`src/rtl/sll_pkg.sv`:
```
// Shared opcodes, legality check and arbiter state
// for the singly-linked-list access arbiter.
package sll_pkg;

  localparam logic [2:0] OP_READ     = 3'd0;
  localparam logic [2:0] OP_INS_ADDR = 3'd1;
  localparam logic [2:0] OP_DEL_VAL  = 3'd2;
  localparam logic [2:0] OP_DEL_ADDR = 3'd3;
  localparam logic [2:0] OP_INS_IDX  = 3'd5;
  localparam logic [2:0] OP_DEL_IDX  = 3'd7;

  typedef enum logic [1:0] {
    S_IDLE,
    S_ISSUE,
    S_RESP
  } arb_state_e;

  function automatic logic op_is_legal(
    input logic [2:0] op
  );
    return op inside {OP_READ, OP_INS_ADDR,
                      OP_DEL_VAL, OP_DEL_ADDR,
                      OP_INS_IDX, OP_DEL_IDX};
  endfunction

endpackage

```
`src/rtl/sll_rr_pick.sv`:
```
// Combinational round-robin picker: first
// requester at or after ptr wins.
module sll_rr_pick #(
  parameter int N  = 4,
  parameter int IW = $clog2(N)
) (
  input  logic [N-1:0]  req,
  input  logic [IW-1:0] ptr,
  output logic [N-1:0]  gnt,
  output logic [IW-1:0] idx,
  output logic          any
);

  function automatic logic [IW-1:0] wrap(
    input logic [IW-1:0] p,
    input int            i
  );
    int s;
    s = int'(p) + i;
    if (s >= N) s = s - N;
    return IW'(s);
  endfunction

  // Scan farthest first so the nearest hit wins.
  always_comb begin
    gnt = '0;
    idx = '0;
    any = 1'b0;
    for (int i = N - 1; i >= 0; i--) begin
      if (req[wrap(ptr, i)]) begin
        gnt = '0;
        gnt[wrap(ptr, i)] = 1'b1;
        idx = wrap(ptr, i);
        any = 1'b1;
      end
    end
  end

endmodule

```
`src/rtl/sll_access_arbiter.sv`:
```
// Shares one linked-list engine among NUM_REQ
// requesters with watchdog and opcode screening.
module sll_access_arbiter
  import sll_pkg::*;
#(
  parameter int NUM_REQ    = 4,
  parameter int DATA_WIDTH = 8,
  parameter int MAX_NODE   = 8,
  parameter int TIMEOUT    = 64,
  parameter int ADDR_WIDTH = $clog2(MAX_NODE + 1)
) (
  input  logic                          clk,
  input  logic                          rst,
  input  logic [NUM_REQ-1:0]            req_valid,
  input  logic [NUM_REQ*3-1:0]          req_op,
  input  logic [NUM_REQ*DATA_WIDTH-1:0] req_data,
  input  logic [NUM_REQ*ADDR_WIDTH-1:0] req_addr,
  output logic [NUM_REQ-1:0]            req_ready,
  output logic [NUM_REQ-1:0]            resp_valid,
  output logic [DATA_WIDTH-1:0]         resp_data,
  output logic [ADDR_WIDTH-1:0]         resp_next_addr,
  output logic                          resp_fault,
  output logic                          resp_timeout,
  output logic [2:0]                    ll_op,
  output logic [DATA_WIDTH-1:0]         ll_data_in,
  output logic [ADDR_WIDTH-1:0]         ll_addr_in,
  output logic                          ll_op_start,
  input  logic                          ll_op_done,
  input  logic [DATA_WIDTH-1:0]         ll_data_out,
  input  logic [ADDR_WIDTH-1:0]         ll_next_node_addr,
  input  logic                          ll_fault
);

  localparam int IW = $clog2(NUM_REQ);
  localparam int TW = $clog2(TIMEOUT + 1);

  arb_state_e            state_q, state_d;
  logic [IW-1:0]         rr_q, rr_d;
  logic [IW-1:0]         win_q, win_d;
  logic [2:0]            op_q, op_d;
  logic [DATA_WIDTH-1:0] din_q, din_d;
  logic [ADDR_WIDTH-1:0] addr_q, addr_d;
  logic [TW-1:0]         wd_q, wd_d;
  logic [DATA_WIDTH-1:0] rdata_q, rdata_d;
  logic [ADDR_WIDTH-1:0] rnext_q, rnext_d;
  logic                  rfault_q, rfault_d;
  logic                  rto_q, rto_d;

  logic [NUM_REQ-1:0]    pick_gnt;
  logic [IW-1:0]         pick_idx;
  logic                  pick_any;

  logic [2:0]            op_a   [NUM_REQ];
  logic [DATA_WIDTH-1:0] din_a  [NUM_REQ];
  logic [ADDR_WIDTH-1:0] addr_a [NUM_REQ];

  for (genvar r = 0; r < NUM_REQ; r++) begin : g_unpack
    assign op_a[r]   = req_op[3*r +: 3];
    assign din_a[r]  = req_data[DATA_WIDTH*r +: DATA_WIDTH];
    assign addr_a[r] = req_addr[ADDR_WIDTH*r +: ADDR_WIDTH];
  end

  sll_rr_pick #(
    .N  (NUM_REQ),
    .IW (IW)
  ) u_pick (
    .req (req_valid),
    .ptr (rr_q),
    .gnt (pick_gnt),
    .idx (pick_idx),
    .any (pick_any)
  );

  always_comb begin
    state_d     = state_q;
    rr_d        = rr_q;
    win_d       = win_q;
    op_d        = op_q;
    din_d       = din_q;
    addr_d      = addr_q;
    wd_d        = wd_q;
    rdata_d     = rdata_q;
    rnext_d     = rnext_q;
    rfault_d    = rfault_q;
    rto_d       = rto_q;
    req_ready   = '0;
    resp_valid  = '0;
    ll_op_start = 1'b0;
    unique case (state_q)
      S_IDLE: begin
        if (pick_any) begin
          req_ready = pick_gnt;
          win_d     = pick_idx;
          op_d      = op_a[pick_idx];
          din_d     = din_a[pick_idx];
          addr_d    = addr_a[pick_idx];
          wd_d      = '0;
          if (pick_idx == IW'(NUM_REQ - 1))
            rr_d = '0;
          else
            rr_d = pick_idx + 1'b1;
          if (op_is_legal(op_a[pick_idx])) begin
            state_d = S_ISSUE;
          end else begin
            state_d  = S_RESP;
            rdata_d  = '0;
            rnext_d  = '0;
            rfault_d = 1'b1;
            rto_d    = 1'b0;
          end
        end
      end
      S_ISSUE: begin
        ll_op_start = 1'b1;
        // A completion on the expiry cycle still counts.
        if (ll_op_done) begin
          state_d  = S_RESP;
          rdata_d  = ll_data_out;
          rnext_d  = ll_next_node_addr;
          rfault_d = ll_fault;
          rto_d    = 1'b0;
        end else if (wd_q == TW'(TIMEOUT - 1)) begin
          state_d  = S_RESP;
          rdata_d  = '0;
          rnext_d  = '0;
          rfault_d = 1'b1;
          rto_d    = 1'b1;
        end else begin
          wd_d = wd_q + 1'b1;
        end
      end
      S_RESP: begin
        resp_valid[win_q] = 1'b1;
        state_d = S_IDLE;
      end
      default: state_d = S_IDLE;
    endcase
  end

  always_ff @(posedge clk or posedge rst) begin
    if (rst) begin
      state_q  <= S_IDLE;
      rr_q     <= '0;
      win_q    <= '0;
      op_q     <= '0;
      din_q    <= '0;
      addr_q   <= '0;
      wd_q     <= '0;
      rdata_q  <= '0;
      rnext_q  <= '0;
      rfault_q <= 1'b0;
      rto_q    <= 1'b0;
    end else begin
      state_q  <= state_d;
      rr_q     <= rr_d;
      win_q    <= win_d;
      op_q     <= op_d;
      din_q    <= din_d;
      addr_q   <= addr_d;
      wd_q     <= wd_d;
      rdata_q  <= rdata_d;
      rnext_q  <= rnext_d;
      rfault_q <= rfault_d;
      rto_q    <= rto_d;
    end
  end

  assign ll_op          = op_q;
  assign ll_data_in     = din_q;
  assign ll_addr_in     = addr_q;
  assign resp_data      = rdata_q;
  assign resp_next_addr = rnext_q;
  assign resp_fault     = rfault_q;
  assign resp_timeout   = rto_q;

endmodule
```
`config.mk`:
```
export PLATFORM = sky130hd
export DESIGN_NAME = sll_access_arbiter
export DESIGN_NICKNAME = d
export VERILOG_FILES = /design/src/rtl/sll_pkg.sv /design/src/rtl/sll_rr_pick.sv /design/src/rtl/sll_access_arbiter.sv
export SDC_FILE = /design/constraint.sdc
export NUM_CORES = 1
export LEC_CHECK = 0
export BUFFER_PORTS_ARGS = -buffer_cell sky130_fd_sc_hd__buf_2
export CAP_MARGIN = 5
export CORE_ASPECT_RATIO = 0.75
export CORE_MARGIN = 2
export CORE_UTILIZATION = 30
export DETAILED_ROUTE_END_ITERATION = 10
export GPL_TIMING_DRIVEN = 0
export PLACE_DENSITY = 0.65
export SYNTH_ARGS = -nofsm -noshare
export SYNTH_HDL_FRONTEND = slang
export SYNTH_SLANG_ARGS = --single-unit
```
`constraint.sdc`:
```
create_clock -name clk -period 3.94 [get_ports clk]
set_input_delay 0.197 -clock clk [delete_from_list [all_inputs] [get_ports clk]]
set_output_delay 0.197 -clock clk [all_outputs]
set_load 0.01 [all_outputs]
```
==> metrics.csv <==
stage;metric;value;unit
status;status;complete, no violations;
sta;hold_violations;0;
setup_path;worstSetupStartpointType;flip-flop;
synth;yosysWarnings;0;
floorplanning;die_x;117;um
routing;firstDrtPassIters;4;
routing;wl_per_cell;15.0;um
sta;finalCriticalPeriod;3.33;ns
setup_path;worst_path_max_delay_cell;dfrtp_1;
global_route;grt_pass1_vias;2647;
clock_network;numCtsBuffers;5;
min_path;hold_class;in2reg;
synth;synth-async-reset-ratio;100;%
clock_network;clock_latency;0.28;ns
finish;syn_to_final_growth;31.7;%
synth;yosysTopAreaCell;dfrtp_1;
routing;dr.first_iter.drc_count;85;
routing;wl;8.15;mm
finish;ff_latch_area;1050;um2
finish;multi_input_area;1670;um2
synth;synth_area_leaders;dfrtp_1 (37%), mux2i_1 (10%), nand2_1 (5.5%);
synth;muxShareOfSynthArea;20.7;%
synth;synthAdderAreaFrac;3.48;%
floorplanning;dieArea;10400;um2
synth;synth_simple_gate_area_share;12.6;%
place;io_buffers;117;
synth;syn_area;2880;um2
global_route;grt_max_degree;31;
global_route;grt_pass1_wl;13.2;mm
clock_network;cts_tree;built;
place;place_congestion;0.796;
sta;worst_pin_slew;0.578;ns
synth;synth_edf_count;0;
global_route;globalRoute.busiestLayer;met2;
synth;ys_seq_area_share;36.5;%
clock_network;clock_path_buffers;2;
sta;grt_setup_unrepaired;false;
global_route;grt_use_met1;21.4;%
setup_path;worstPathRequired;3.74;ns
finish;final_util;41.2;%
synth;synth.top_cells.by_count;dfrtp_1 (42), nand2_1 (42), mux2i_1 (29), o21ai_0 (15);
sta;relSlewSlack;61.0;%
power;p_leak;0.00182;uW
setup_path;path_cells;buf_6 > inv_1 > ha_1 > mux4_2 > buf_6 > o41ai_4 > or2_2 > buf_6 > buf_6 > a21oi_1 > buf_2;
sta;worst_slack;0.608;ns
routing;drc_errors;0;
routing;vias_per_cell;4.96;
floorplanning;fp-row-count;30;
clock_network;cts_root_buffer;clkbuf_16;
sta;maxSlewViolCount;0;
setup_path;setup.worst_path.end_class;output port;
routing;ant_nets;0;
synth;synth_ff_type;dfrtp_1;
global_route;grt.total_usage;16.5;%
finish;nets;502;
setup_path;slowest_delay;0.48;ns
power;vdd_drop_max;0.000347;V
synth;synth-compound-area-share;19.8;%
synth;syn_inst;288;
sta;fin_crit_sh;84.6;%
clock_network;cts_sinks;42;
floorplanning;die_h;88.8;um
clock_network;postCtsSetupBuffers;0;
finish;num_antenna_cells;0;
synth;yosys_register_bits;42;
floorplanning;core;9200;um2
routing;via_count;2691;
clock_network;cts_resized;0;
floorplanning;io-pin-count;118;
sta;setup_violations;0;
synth;synth_top_family_by_area;multiplexers;
synth;yosysUniqueCellTypes;56;
flow_run;max_cap_viol_count;0;
setup_path;crit_type;reg2out;
sta;fmax;300;MHz
setup_path;worstPathMaxFanout;10;
synth;postSynthAreaPerCell;9.99;um2
synth;synth_nets;376;
global_route;grt_antenna_before_repair;0;
sta;fin_setup_tns;0;ns
finish;drive_above_1_share;41.8;%
floorplanning;floorplan.initialDensity;31.3;%
clock_network;cts_hold_buf;1;
global_route;overflow;0;
place;dp_slack;0.913;ns
synth;synth-xor-area-share;1.52;%
global_route;met2_usage;27.8;%
setup_path;cp_common_cell;buf_6;
global_route;gr-usage-met3;4.38;%
place;dp_hpwl;6.29;mm
clock_network;cts.clk_slew.worst_paths;0.06;ns
setup_path;worstPathArrival;3.14;ns
clock_network;htree_num_levels;2;
synth;yosysTopAreaCellShare;36.5;%
sta;finalClockSkew;0.00490;ns
finish;num-fill-cells;939;
power;power_density;888;nW/um2
## flip-flops by register name (all words and copies together), names as in the netlist
register and cells:
state_q 2, ll_op 3, wd_q 7, ll_addr_in 4, ll_data_in 8, rr_q 2
resp_data 8, win_q 2, resp_next_addr 4, resp_fault 1, resp_timeout 1
## metrics by stage
step                      instances  total power [uW]  hold slack [ns]  instance area, um2
after CTS                       542              3390            0.157                3790
after detailed placement        534              2980            0.171                3640
after floorplan                 288              2370            0.351                2880
after global routing            542              3660            0.169                3790
after global placement          533              2930            0.444                3620
final                           542              3360            0.163                3790
## cells in the final DEF, fill, tap and decap left out, types with 5 or more instances in the layout
| master | instances |
|---|---|
| nand3_1 | 5 |
| dfrtp_1 | 42 |
| mux2i_1 | 29 |
| nor2_1 | 11 |
| a22oi_1 | 12 |
| o21ai_2 | 7 |
| buf_2 | 122 |
| nand2_1 | 42 |
| ha_1 | 8 |
| buf_6 | 5 |
| o21ai_0 | 15 |
| o21ai_1 | 13 |
| clkbuf_16 | 5 |
| a21oi_1 | 6 |
| mux2_2 | 13 |
| inv_1 | 8 |
## final timing paths
kind | depth (start not counted) | startpoint | end | slack, ns
setup / recovery | 11 | rr_q[0] | req_ready[3] | 0.61
hold / removal | 3 | ll_next_node_addr[1] | resp_next_addr[1] | 0.16
setup reg to reg | 10 | rr_q[0] | resp_data[1] | 0.96
hold reg to reg | 2 | ll_addr_in[0] | ll_addr_in[0] | 0.48
max in group asynchronous | 4 | rst | resp_next_addr[3] | 3.05
min in group asynchronous | 3 | rst | ll_data_in[2] | 0.43
## kinds of logic (layout without fill, tap and decap cells)
family                     Yosys count  count (layout)
and+or+nand+nor                     76              76
buffers and inverters               27             153
DFF                                 42              42
AOI/OAI and AO/OA                   80              80
adders and majority gates            8               8
xor gates and xnor gates             5               5
muxes                               50              50
## final cells by class
cell class                 count  share of cell area [%]
buffer                        17                    3.14
clock buffer                   5                    3.30
clock inverter                 2                   0.264
inverter                      10                   0.991
multi-input combinational    219                    44.1
sequential                    42                    27.8
tap                          128                    4.23
timing repair buffer         119                    16.3
## worst max-delay path, delay by kind of cell (launching register included)
family / cells / cell delay, ns
compound gates: 2 / 0.47
buf+inv: 6 / 0.94
flops: 1 / 0.48
mux: 1 / 0.37
fa+ha+maj: 1 / 0.39
simple gates: 1 / 0.20
## routing by layer
metal | part of all wire [%] | vias to the layer above
li1 | - | 1308
met1 | 45 | 1273
met5 | 0 | -
met4 | 0.75 | 0
met3 | 7.5 | 5
met2 | 47 | 105
## where the power goes
part / switching, uW / total, uW / internal [uW]
clock network: 160 / 389 / 229
logic: 1220 / 2210 / 987
registers: 139 / 766 / 627
Power figures use the tool's default switching activity.
